[src/rtl/fc_ibuf_ctrl.sv]
// Sequencer for a fully-connected layer input buffer: loads FIFO_LENGTH words, then feeds
// the CIM tile one bit plane at a time (stream NUM_ADDR words, start, wait, shift).
//
// state | meaning
// LOAD  | accept words from the previous layer's output buffer
// WRITE | stream buffer bus words into the crossbar input rows
// EXEC  | one-cycle start pulse to the tile
// WAIT  | wait for the tile to finish the current bit plane
// SHIFT | one-cycle buffer shift to expose the next bit plane
// DONE  | one-cycle completion pulse, back to LOAD
module fc_ibuf_ctrl #(
  parameter int DATA_SIZE   = 8,
  parameter int FIFO_LENGTH = 4,
  parameter int NUM_ADDR    = 2,
  parameter int ADDR_W      = ($clog2(NUM_ADDR) > 0) ? $clog2(NUM_ADDR) : 1,
  parameter int BIT_W       = $clog2(DATA_SIZE) + 1
) (
  input  logic              clk,
  input  logic              rst,
  input  logic              i_in_valid,
  output logic              o_in_ready,
  output logic              o_ibuf_we,
  output logic              o_ibuf_se,
  output logic [ADDR_W-1:0] o_ibuf_addr,
  output logic              o_cim_we,
  input  logic              i_cim_ready,
  output logic              o_cim_start,
  input  logic              i_cim_done,
  output logic [BIT_W-1:0]  o_bit_idx,
  output logic              o_done
);

  localparam int LOAD_W = $clog2(FIFO_LENGTH) + 1;

  typedef enum logic [2:0] {
    S_LOAD  = 3'd0,
    S_WRITE = 3'd1,
    S_EXEC  = 3'd2,
    S_WAIT  = 3'd3,
    S_SHIFT = 3'd4,
    S_DONE  = 3'd5
  } state_t;

  state_t state_q, state_d;

  logic [LOAD_W-1:0] load_cnt_q;
  logic [ADDR_W-1:0] addr_q;
  logic [BIT_W-1:0]  bit_q;

  logic load_acc, cim_hs, last_load, last_addr, last_bit;

  assign load_acc  = (state_q == S_LOAD) && i_in_valid && !rst;
  assign cim_hs    = (state_q == S_WRITE) && i_cim_ready;
  assign last_load = (load_cnt_q == LOAD_W'(FIFO_LENGTH - 1));
  assign last_addr = (addr_q == ADDR_W'(NUM_ADDR - 1));
  assign last_bit  = (bit_q == BIT_W'(DATA_SIZE - 1));

  always_ff @(posedge clk or posedge rst) begin
    if (rst) begin
      state_q <= S_LOAD;
    end else begin
      state_q <= state_d;
    end
  end

  always_comb begin
    state_d = state_q;
    case (state_q)
      S_LOAD:  if (load_acc && last_load) state_d = S_WRITE;
      S_WRITE: if (cim_hs && last_addr) state_d = S_EXEC;
      S_EXEC:  state_d = S_WAIT;
      S_WAIT:  if (i_cim_done) state_d = last_bit ? S_DONE : S_SHIFT;
      S_SHIFT: state_d = S_WRITE;
      S_DONE:  state_d = S_LOAD;
      default: state_d = S_LOAD;
    endcase
  end

  // Write enable is gated by rst so a word presented during reset is never pushed.
  always_comb begin
    o_in_ready  = (state_q == S_LOAD);
    o_ibuf_we   = load_acc;
    o_cim_we    = (state_q == S_WRITE);
    o_cim_start = (state_q == S_EXEC);
    o_ibuf_se   = (state_q == S_SHIFT);
    o_done      = (state_q == S_DONE);
    o_ibuf_addr = addr_q;
    o_bit_idx   = bit_q;
  end

  // addr_q is cleared on every exit from WRITE, so the address port reads 0 elsewhere.
  always_ff @(posedge clk or posedge rst) begin
    if (rst) begin
      load_cnt_q <= '0;
      addr_q     <= '0;
      bit_q      <= '0;
    end else begin
      case (state_q)
        S_LOAD: begin
          if (load_acc) begin
            if (last_load) begin
              load_cnt_q <= '0;
              addr_q     <= '0;
              bit_q      <= '0;
            end else begin
              load_cnt_q <= load_cnt_q + LOAD_W'(1);
            end
          end
        end
        S_WRITE: begin
          if (cim_hs) begin
            addr_q <= last_addr ? '0 : addr_q + ADDR_W'(1);
          end
        end
        S_SHIFT: begin
          bit_q  <= bit_q + BIT_W'(1);
          addr_q <= '0;
        end
        S_DONE: begin
          bit_q <= '0;
        end
        default: begin
        end
      endcase
    end
  end

endmodule

[config.mk]
export PLATFORM = sky130hd
export DESIGN_NAME = fc_ibuf_ctrl
export DESIGN_NICKNAME = d
export VERILOG_FILES = /design/src/rtl/fc_ibuf_ctrl.sv
export SDC_FILE = /design/constraint.sdc
export NUM_CORES = 1
export LEC_CHECK = 0
export CORE_ASPECT_RATIO = 1.25
export CORE_UTILIZATION = 35
export DETAILED_ROUTE_END_ITERATION = 10
export GPL_ROUTABILITY_DRIVEN = 0
export PLACE_DENSITY = 0.59
export SYNTH_ARGS = -nofsm -noshare
export SYNTH_HDL_FRONTEND = slang
export SYNTH_SLANG_ARGS = --single-unit
[constraint.sdc]
create_clock -name clk -period 3 [get_ports clk]
set_input_delay 0.9 -clock clk [delete_from_list [all_inputs] [get_ports clk]]
set_output_delay 0.9 -clock clk [all_outputs]
set_load 0.02 [all_outputs]
==> impl_metrics.ini <==
[final_layout]
antenna_cells = 0
finish.utilization = 0.481
area_delta_synth_final_pct = 30.1
nets = 95
drive_gt1_frac = 0.103
final_cells = 106

[setup_path]
endpoint = o_ibuf_we
critPathSlowestCell = clkdlybuf4s50_1
critPathBufInv = 3
worstPathRequired_ns = 2.10
crit_fanout = 2
path_delay_family = buffers and inverters
ff2ff_path_depth = 4
end_kind = output port
start_kind = input port
reg2reg_slack_ns = 1.41
crit_start = rst
timing.rr.start = state_q[0]$_DFFE_PP0P_
cpPeakStageDelay_ns = 0.47
path_depth = 4
r2r-end = load_cnt_q[0]$_DFFE_PP0P_
critPathKind = input port to output port
worst_ep_arrival_time_ns = 1.90
path_cells = clkdlybuf4s50_1 -> inv_1 -> and3_1 -> dlygate4sd2_1

[grt]
grt_max_degree = 16
grt_overflow = 0
grt_usage = 0.141
grt_pass1_wl_mm = 1.95
antenna_found_initial = 0
grt_pass1_vias = 456

[synthesis]
ys_ff_latch = 11
netlist_instances = 69
syn-cell-area_sq_um = 653
synth_cell_types = 28
yosysSeqAreaShare = 0.421
synthesis.nets = 76
yosysWarnings = 0
syn_area_per_cell_sq_um = 9.47
synth_top_area_share = 0.421
synthTopCellsByArea = dfrtp_1, nand2_1, mux2i_1, mux2_4, ha_1
synth_top_area_cell = dfrtp_1

[sta]
holdWs_ns = 0.530
finalSetupViolCount = 0
worst_pin_slew_ns = 0.431
finalCritPeriodShare = 0.933
rsz0062_at_grt = false
slew_viol_final = 0
final-hold-violation-count = 0
layout_min_cycle_time_ns = 2.80
max_freq_mhz = 357
max_slew_margin = 0.712
clock_skew_ns = 0.00487

[clocking]
post_cts_buffers = 0
clk_pin_slew_ns = 0.06
numCtsBuffers = 3
cts_root_buf = clkbuf_4
clk_path_buf_depth = 2
cts_sinks = 11
cts_tree = yes
insertion_delay_ns = 0.26
htree_levels = 1

[die]
die_w_microns = 40.6
core_sq_um = 1770
ioPinCount = 16
initial_core_util = 0.370
dieArea_sq_um = 2040
rows = 17
die_h_microns = 50.3

[outcome]
outcome = finished clean

[routing]
final_antenna_net_count = 0
vias = 556
drt_iter0_markers = 13
drtPass1Iterations = 4
post_drt_wl_per_cell_microns = 11.8
post_drt_via_cell_ratio = 5.25
drt-total-wl_mm = 1.25
drc_errors = 0

[placement]
dp.cells = 102
hpwl_microns = 943
io_buffers = 15

[worst_hold_path]
hold_class = register to register
min_path_cells = 1

[power_and_ir_drop]
leakage_nw = 0.374
vdd_ir_drop_max_v = 0.000385
total_power_uw = 846
p_per_area_nw_per_um2 = 995

[job]
maxCapViolCount = 0
## flip-flops by register name, indices dropped and copies added, names as in the netlist
signal	cells
o_bit_idx	4
o_ibuf_addr	1
load_cnt_q	3
state_q	3
## cell usage after synthesis
cell type  count
dfrtp_1       11
nand2b_1       2
o2111ai_1      1
clkbuf_1       1
mux2_4         2
a21oi_1        4
inv_1          4
o22ai_1        2
nor4b_1        1
buf_2          2
nand2_1       10
a32oi_1        1
and4_1         1
o21ai_0        4
and3b_1        1
nand3_1        2
and2_1         1
nor3b_1        3
ha_1           2
nand4bb_1      1
nor3_2         1
mux2i_1        3
and3_1         1
nor3_1         2
nor2b_1        3
buf_6          1
nor2_1         1
a21boi_0       1
## how the worst min path moves through the flow
| stage | end | startpoint | slack, ns |
|---|---|---|---|
| after floorplan | load_cnt_q[1]$_DFFE_PP0P_ | load_cnt_q[1]$_DFFE_PP0P_ | 0.49 |
| after global placement | load_cnt_q[1]$_DFFE_PP0P_ | load_cnt_q[1]$_DFFE_PP0P_ | 0.51 |
| after detailed placement | load_cnt_q[1]$_DFFE_PP0P_ | load_cnt_q[1]$_DFFE_PP0P_ | 0.51 |
| after CTS | load_cnt_q[1]$_DFFE_PP0P_ | load_cnt_q[1]$_DFFE_PP0P_ | 0.53 |
| after global routing | load_cnt_q[1]$_DFFE_PP0P_ | load_cnt_q[1]$_DFFE_PP0P_ | 0.54 |
| final | load_cnt_q[1]$_DFFE_PP0P_ | load_cnt_q[1]$_DFFE_PP0P_ | 0.53 |
## logic make-up (layout without fill, tap and decap cells)
logic type / count (synthesis) / count (layout) / synth area share
AND/OR/NAND/NOR: 30 / 30 / 0.268
AO/OA/AOI/OAI: 13 / 13 / 0.119
flip-flops: 11 / 11 / 0.421
buffers and inverters: 8 / 26 / 0.0613
multiplexers: 5 / 5 / 0.0920
adder cells (fa/ha/maj): 2 / 2 / 0.0383
## per-stage QoR
step / TNS [ns] / area [sq um] / setup WS (ns)
after floorplan: 0 / 653 / 0.590
final: 0 / 850 / 0.201
after global placement: -0.0476 / 825 / -0.0476
after CTS: 0 / 850 / 0.200
after global routing: 0 / 850 / 0.114
after detailed placement: -0.0500 / 825 / -0.0500
## per-layer routing
layer / vias to the layer above / wire length [microns] / GRT usage
li1: 279 / - / -
met1: 260 / 588 / 0.200
met2: 15 / 593 / 0.193
met3: 2 / 60 / 0.0265
met4: 0 / 6 / 0.0833
met5: - / 0 / 0
## what timing repair did
action | CTS | global route
endpoints found under the setup margin | 1 | 0
hold buffers | 0 | 0
gates resized for setup | 1 | 0
## power breakdown
group	internal (mW)	total (mW)	switching, mW
logic	0.232	0.436	0.204
clock network	0.0514	0.0967	0.0454
registers	0.215	0.313	0.0979
total	0.498	0.846	0.348
## layout by cell type (no fill, tap or decap), types with 2 or more instances in the layout
| cell type | count |
|---|---|
| o22ai_1 | 2 |
| nor3_1 | 2 |
| nor2b_1 | 3 |
| clkbuf_4 | 3 |
| o21ai_0 | 4 |
| nand2b_1 | 2 |
| dfrtp_1 | 11 |
| a21oi_1 | 4 |
| ha_1 | 2 |
| mux2i_1 | 3 |
| nor3b_1 | 3 |
| nand3_1 | 2 |
| clkdlybuf4s50_1 | 14 |
| inv_1 | 4 |
| mux2_4 | 2 |
| nand2_1 | 10 |
| buf_4 | 3 |
## area by class of cell
| type | count | area, sq um |
|---|---|---|
| inverter | 4 | 15.0 |
| fill | 180 | 916 |
| multi-input combinational | 50 | 338 |
| clock buffer | 4 | 26.3 |
| tap | 19 | 23.8 |
| sequential | 11 | 275 |
| timing repair buffer | 18 | 171 |
Power figures use the tool's default switching activity.
